**config.mk**
```make
export PLATFORM = sky130hd
export DESIGN_NAME = sync_down_counter
export DESIGN_NICKNAME = d
export VERILOG_FILES = /design/src/rtl/sync_down_counter_pkg.sv /design/src/rtl/dff_sync.sv /design/src/rtl/sync_down_counter.sv
export SDC_FILE = /design/constraint.sdc
export NUM_CORES = 1
export LEC_CHECK = 0
export BUFFER_PORTS_ARGS = -buffer_cell sky130_fd_sc_hd__buf_4
export CAP_MARGIN = 20
export CORE_ASPECT_RATIO = 1.5
export CORE_UTILIZATION = 40
export CTS_CLUSTER_SIZE = 10
export DETAILED_ROUTE_END_ITERATION = 16
export GPL_TIMING_DRIVEN = 1
export PLACE_DENSITY = 0.6
export SYNTH_ARGS = -nofsm -noshare
export SYNTH_HDL_FRONTEND = slang
export SYNTH_HIERARCHICAL = 1
export SYNTH_SLANG_ARGS = --single-unit
```
**constraint.sdc**
```tcl
create_clock -name clk -period 1.8 [get_ports clk]
set_input_delay 0 -clock clk [delete_from_list [all_inputs] [get_ports clk]]
set_output_delay 0 -clock clk [all_outputs]
set_load 0.03 [all_outputs]
```
**src/rtl/sync_down_counter_pkg.sv**
```systemverilog
// Shared state encoding and default width for the synchronous down counter.
package sync_down_counter_pkg;

    localparam int WIDTH_DEFAULT = 8;

    typedef enum logic [1:0] {
        IDLE = 2'b00,
        RUN  = 2'b01,
        DONE = 2'b10
    } state_t;

endpackage

```
**src/rtl/dff_sync.sv**
```systemverilog
// Single-bit D flip-flop with synchronous active-high reset and write enable.
module dff_sync
    import sync_down_counter_pkg::*;
(
    input  logic clk,
    input  logic rst,
    input  logic en,
    input  logic d,
    output logic q
);

    always_ff @(posedge clk) begin
        if (rst) begin
            q <= 1'b0;
        end else if (en) begin
            q <= d;
        end
    end

endmodule

```
**src/rtl/sync_down_counter.sv**
```systemverilog
// Loadable synchronous down counter with IDLE/RUN/DONE control, optional
// periodic reload and a registered one-cycle terminal-count pulse.
module sync_down_counter
    import sync_down_counter_pkg::*;
#(
    parameter int WIDTH = WIDTH_DEFAULT
) (
    input  logic             clk,
    input  logic             rst,
    input  logic             load,
    input  logic [WIDTH-1:0] load_val,
    input  logic             start,
    input  logic             en,
    input  logic             auto_reload,
    output logic [WIDTH-1:0] out,
    output logic             busy,
    output logic             done,
    output logic             tc
);

    state_t           state_q, state_d;
    logic [WIDTH-1:0] out_q, out_d;
    logic [WIDTH-1:0] reload_q, reload_d;
    logic             out_we, reload_we;
    logic             tc_q, tc_d;
    logic             busy_q, busy_d;
    logic             done_q, done_d;

    // Count and reload storage are built from per-bit flops sharing one enable.
    generate
        for (genvar gi = 0; gi < WIDTH; gi++) begin : g_bits
            dff_sync u_out_bit (
                .clk (clk),
                .rst (rst),
                .en  (out_we),
                .d   (out_d[gi]),
                .q   (out_q[gi])
            );
            dff_sync u_reload_bit (
                .clk (clk),
                .rst (rst),
                .en  (reload_we),
                .d   (reload_d[gi]),
                .q   (reload_q[gi])
            );
        end
    endgenerate

    always_comb begin
        state_d   = state_q;
        out_d     = out_q;
        reload_d  = reload_q;
        out_we    = 1'b0;
        reload_we = 1'b0;
        tc_d      = 1'b0;

        if (load) begin
            out_d     = load_val;
            reload_d  = load_val;
            out_we    = 1'b1;
            reload_we = 1'b1;
            state_d   = IDLE;
        end else begin
            unique case (state_q)
                IDLE: begin
                    if (start) begin
                        if (out_q != '0) begin
                            state_d = RUN;
                        end else begin
                            state_d = DONE;
                            tc_d    = 1'b1;
                        end
                    end
                end
                RUN: begin
                    if (en) begin
                        out_we = 1'b1;
                        if (out_q > WIDTH'(1)) begin
                            out_d = out_q - WIDTH'(1);
                        end else if (out_q == WIDTH'(1)) begin
                            tc_d = 1'b1;
                            if (auto_reload) begin
                                out_d = reload_q;
                            end else begin
                                out_d   = '0;
                                state_d = DONE;
                            end
                        end else begin
                            // Already at the floor: never wrap, just retire.
                            out_d   = '0;
                            state_d = DONE;
                        end
                    end
                end
                DONE: begin
                    if (start) begin
                        if (reload_q != '0) begin
                            out_d   = reload_q;
                            out_we  = 1'b1;
                            state_d = RUN;
                        end else begin
                            tc_d = 1'b1;
                        end
                    end
                end
                default: begin
                    state_d = IDLE;
                end
            endcase
        end

        busy_d = (state_d == RUN);
        done_d = (state_d == DONE);
    end

    always_ff @(posedge clk) begin
        if (rst) begin
            state_q <= IDLE;
            tc_q    <= 1'b0;
            busy_q  <= 1'b0;
            done_q  <= 1'b0;
        end else begin
            state_q <= state_d;
            tc_q    <= tc_d;
            busy_q  <= busy_d;
            done_q  <= done_d;
        end
    end

    assign out  = out_q;
    assign busy = busy_q;
    assign done = done_q;
    assign tc   = tc_q;

endmodule

```
==> results of run 1 <==
sequential cells by signal (all words and copies together), names as in the netlist:
signal / cells
tc: 1
state_q: 2
g_bits.u_out_bit/q: 8
busy: 1
done: 1
g_bits.u_reload_bit/q: 8
cells by family after synthesis:
group,share of synthesized area
simple gates,0.2460
compound gates,0.2318
flops,0.2812
mux,0.1297
buf+inv,0.04351
fa+ha+maj,0.05021
xor+xnor,0.01758
worst reg2reg max path: stages (launching register included):
cell	delay, ps
dfxtp_2	320
or4_4	550
o21ai_4	260
buf_6	130
a21bo_4	120
a221oi_2	50
a21oi_1	180
mux2i_1	100
nor2_1	90
what timing repair did:
item | CTS | global route
pin swaps | 20 | 11
buffers inserted | 4 | 1
endpoints found under the hold margin | 0 | 0
gates resized for setup | 18 | 14
setup endpoints to repair | 10 | 11
layout make-up:
cell class	instances	area, um^2
Multi-Input combinational cell	142	1169
Tap cell	42	52.55
Timing Repair Buffer	71	553.0
Clock inverter	1	5.005
Fill cell	298	1176
Inverter	13	48.80
Clock buffer	3	41.29
Sequential cell	21	435.4
placed cells by master (no fill, tap or decap), types with 3 or more instances in the layout:
cell type	synthesis	final
inv_1	13	11
nand2b_1	4	3
buf_4	0	68
a21oi_1	10	7
nor2_1	21	21
o21ai_0	12	11
mux2i_1	16	16
clkbuf_8	0	3
nand2_1	13	13
mux2_2	3	3
dfxtp_1	21	11
dfxtp_2	0	9
a221oi_2	0	3
nor2b_1	5	5
ha_1	6	3
per-layer routing:
metal  up-vias  GRT usage  part of all wire
met4         0    0.09459             0.031
met3        10    0.02381             0.022
li1        807          -                 -
met1       793     0.2892              0.41
met5         -          0                 0
met2        35     0.4615              0.54
report_power, final:
part	leakage (nW)	internal [mW]	switching, mW
combinational	0.815	0.292	0.284
sequential	0.176	0.492	0.0224
clock	0.0255	0.154	0.168
total	1.02	0.939	0.475
final timing paths:
path                            startpoint                  endpoint  slack [ps]  cells past startpoint
setup / recovery  g_bits[4].u_reload_bit/q     g_bits[6].u_out_bit/q         -70                      8
hold / removal                         rst     g_bits[6].u_out_bit/q          40                      2
hold reg to reg   g_bits[4].u_reload_bit/q  g_bits[4].u_reload_bit/q         620                      3
setup reg to reg  g_bits[4].u_reload_bit/q     g_bits[6].u_out_bit/q         -70                      8
metrics by stage:
stage | total power [mW] | setup TNS [ps] | instance area, um^2
after CTS | 1.389 | -386.9 | 2232
final | 1.414 | -215.1 | 2305
after detailed placement | 1.024 | -662.1 | 2074
after global placement | 1.017 | -325.1 | 2074
after global routing | 1.486 | -1065 | 2305
after floorplan | 0.7916 | -30.46 | 1530
==> flow_summary.toml, run 1 <==
[global_routing]
grt_overflow = 0
grt_pass1_wl_mm = 7.734
grt_usage = 0.2537
antenna_found_initial = 0
grt_max_degree = 40
grt_pass1_vias = 1655

[critical_path]
crit_type = "reg2reg"
worst-endpoint-arrival_ps = 2070
critPathMaxStageDelay_ps = 550
cp.required_ps = 2000
crit_chain = "or4_4 > o21ai_4 > buf_6 > a21bo_4 > a221oi_2 > a21oi_1 > mux2i_1 > nor2_1"
startpoint_type = "register"
crit_family = "simple AND/OR/NAND/NOR gates"
worstPathMaxFanout = 4
path_buf_inv = 1
endpoint_kind = "register"
crit_slowest_cell = "or4_4"

[clock_tree]
clk_pin_slew_worst_paths_ps = 80
cts_tree = "built"
cts_buffers = 3
worstSkewPairLatency_ps = 260
clock_sinks = 21
clock-root-buffer = "clkbuf_8"
postCtsHoldBufs = 0
htree_levels = 1
clk_path_buf_depth = 2

[routing]
routed_via_density = 5.614
wirelength_mm = 4.710
vias = 1645
drt-initial-drc-count = 36
drtAntennaViolNets = 0
wire_per_inst_um = 16.08
drt_pre_antenna_iters = 4
drc = 0

[die]
die_w_um = 51.92
rows = 26
die_y_um = 76.88
ioPinCount = 25
initial_core_util = 0.4295
dieArea_um2 = 3992
coreArea_um2 = 3481

[hold_path]
hold_path_class = "in2reg"

[power]
peakVddDrop_mv = 0.5962
leakage_nw = 1.016
p_per_area_nw_per_um2 = 613.4

[placed_design]
dp_slack_ps = -140.3
gp_congestion = 0.9675
dpl.cell_count = 284
port_buffers = 24
dp_hpwl_mm = 3.469

[synth]
ys_ff_latch = 21
async_flop_share = 0
synth_seq_area_share = 0.2812
synth_enable_flop_cells = 0
synthFlopType = "dfxtp_1"
syn-mean-instance-area_um2 = 8.307
yosys-top-cells-area = "dfxtp_1, mux2i_1, nor2_1"
syn_area_um2 = 1495
netlist_instances = 180
yosysTopAreaCell = "dfxtp_1"
synthTopCellsByCount = "dfxtp_1, nor2_1, mux2i_1"
synth_top_area_frac = 0.2812
synthesis.nets = 200
netlist-cell-type-count = 46
yosysWarnings = 6

[timing]
final.setup.worst_slack_ps = -67.82
drv_slew = 0
setup_viol = 6
skew_ps = 2.842
final_hold_viol_count = 0
period_needed_ps = 1868
max_freq_mhz = 535.4
fin_crit_sh = 1.038
max_slew_margin = 0.7070
tightestPinTransition_ps = 439.6
rsz0062_at_grt = "yes"
hold_slack_ps = 35.03

[final_layout]
nNetsFinal = 272
instances_no_fill = 293
post-route-util = 0.6621
drive_gt1_frac = 0.4781
area_growth_pct = 54.14
diodes = 0

[run]
cap_viol_max_count = 0

[run_status]
outcome = "complete, but fails checks"
failed_checks = "setup timing"
(Power assumes the default switching activity.)
==> run 2, diff against run 1 <==
Settings changed: SETUP_SLACK_MARGIN set to 0.2.
==> flow_summary.toml, run 2 (synthesized netlist as in run 1, its figures left out) <==
[final_layout]
area_growth_pct = 45.19
layout_commonest_cell = "buf_4"
diodes = 0
reg.largest.list = "g_bits.u_out_bit/q: 8 flops, g_bits.u_reload_bit/q: 8 flops, state_q: 2 flops"
final_cell_mix = "buf_4, nor2_1, mux2i_1"
fillers = 322
multi_input_area_um2 = 1160
nNetsFinal = 256
regArea_um2 = 445.4
drive_gt1_frac = 0.4638

[die]
rows = 26
die_w_um = 51.92
die_y_um = 76.88
initial_core_util = 0.4295
ioPinCount = 25
dieArea_um2 = 3992
coreArea_um2 = 3481

[timing]
skew_ps = 1.622
max_freq_mhz = 557.9
setup_viol = 0
drv_slew = 0
rsz0062_at_grt = "yes"
max_slew_margin = 0.7205
period_needed_ps = 1792
fin_crit_sh = 0.9958
totalNegativeSetupSlack_ps = 0
final_hold_viol_count = 0
tightestPinTransition_ps = 419.3

[critical_path]
path_buf_inv = 0
cp.required_ps = 2010
critPathMaxStageDelay_ps = 560
startpoint_type = "register"
reg2reg_from = "g_bits[2].u_reload_bit/q"
crit_chain = "or4_4 > o21ai_4 > a21oi_2 > a211o_1 > nand3_2 > mux2i_1 > nor2_1"
worst-endpoint-arrival_ps = 2000
r2r_end = "g_bits[0].u_out_bit/q"
crit_type = "reg2reg"
crit_family = "simple AND/OR/NAND/NOR gates"
crit_slowest_cell = "or4_4"
worstPathMaxFanout = 5
r2r_cells = 7
endpoint_kind = "register"
r2r_slack_ps = 8

[routing]
drc = 0
wire_per_inst_um = 15.28
wirelength_mm = 4.232
drtAntennaViolNets = 0
drt-initial-drc-count = 48
drt_pre_antenna_iters = 4
vias = 1567
routed_via_density = 5.657

[run]
cap_viol_max_count = 0

[global_routing]
grt_max_degree = 40
grt_pass1_wl_mm = 7.293
antenna_found_initial = 0
grt_overflow = 0
grt_pass1_vias = 1537
grt_usage = 0.2345

[clock_tree]
htree_levels = 1
cts_buffers = 3
clk_pin_slew_worst_paths_ps = 80
postCtsHoldBufs = 0
clk_path_buf_depth = 2
worstSkewPairLatency_ps = 270
clock_sinks = 21
clock-root-buffer = "clkbuf_8"
cts_tree = "built"

[power]
peakVddDrop_mv = 0.4659
leakage_nw = 0.9181
p_per_area_nw_per_um2 = 616.8
power_mw = 1.339

[run_status]
outcome = "completed"

[placed_design]
dp_hpwl_mm = 3.098
gp_congestion = 0.8518
port_buffers = 24

[hold_path]
worst_hold_path.num_cells = 2
hp-start = "rst"
whs_endpoint = "g_bits[5].u_out_bit/q"
hold_path_class = "in2reg"
==> run 2: changes by cell type in the layout (fill, tap and decap cells not counted), sizes merged <==
cell / before / now
clkinvlp: 0 / 1
buf: 71 / 55
clkinv: 1 / 0
==> run 2: worst reg2reg max path, delay by kind of cell, from the launching register on <==
family | cells | cell delay (ps)
multiplexers | 1 | 70
AND/OR/NAND/NOR | 3 | 710
flip-flops | 1 | 330
AO/OA/AOI/OAI | 3 | 620
==> run 2: what timing repair did <==
action,CTS,global route
gates resized for setup,5,7
setup endpoints to repair,11,12
setup buffers,5,4
pin swaps,8,13
==> run 2: worst max-delay path by stage <==
stage,start,endpoint,depth (start not counted)
finish,g_bits[2].u_reload_bit/q,g_bits[0].u_out_bit/q,7
global route,g_bits[2].u_reload_bit/q,g_bits[0].u_out_bit/q,7
CTS,g_bits[6].u_reload_bit/q,g_bits[7].u_out_bit/q,7
detailed placement,g_bits[2].u_reload_bit/q,g_bits[7].u_out_bit/q,7
global placement,g_bits[3].u_reload_bit/q,g_bits[7].u_out_bit/q,7
floorplan,g_bits[3].u_reload_bit/q,g_bits[7].u_out_bit/q,7
==> run 2: per-stage QoR <==
step                      worst slack [ps]  instance area [um^2]    util  std cells  hold WS (ps)
after global routing                -104.5                  2171  0.6237        277         54.15
after floorplan                      75.07                  1630       -        180         59.31
final                                7.568                  2171  0.6237        277         28.86
after global placement              -2.014                  2006  0.5762        264         314.0
after CTS                           -15.43                  2116  0.6078        273         19.01
after detailed placement            -13.50                  2006  0.5762        264         313.7
==> run 2: power breakdown <==
part	internal [mW]	switching [mW]	total, mW	leakage (nW)
logic	0.240	0.249	0.489	0.718
clock network	0.157	0.173	0.330	0.0217
registers	0.490	0.0291	0.520	0.178
==> run 2: layer usage <==
layer  up-vias  GRT usage  part of all wire
li1        772          -                 -
met1       758     0.2976              0.44
met2        33     0.4077              0.52
met3         4    0.02778             0.029
met4         0    0.05135            0.0073
met5         -          0                 0
==> run 2: area by class of cell <==
type                            count  share of cell area
Sequential cell                    21              0.2052
Timing Repair Buffer               55              0.1902
Inverter                           13             0.02363
Tap cell                           42             0.02421
Clock inverter                      1            0.003458
Multi-Input combinational cell    142              0.5343
Clock buffer                        3             0.01902
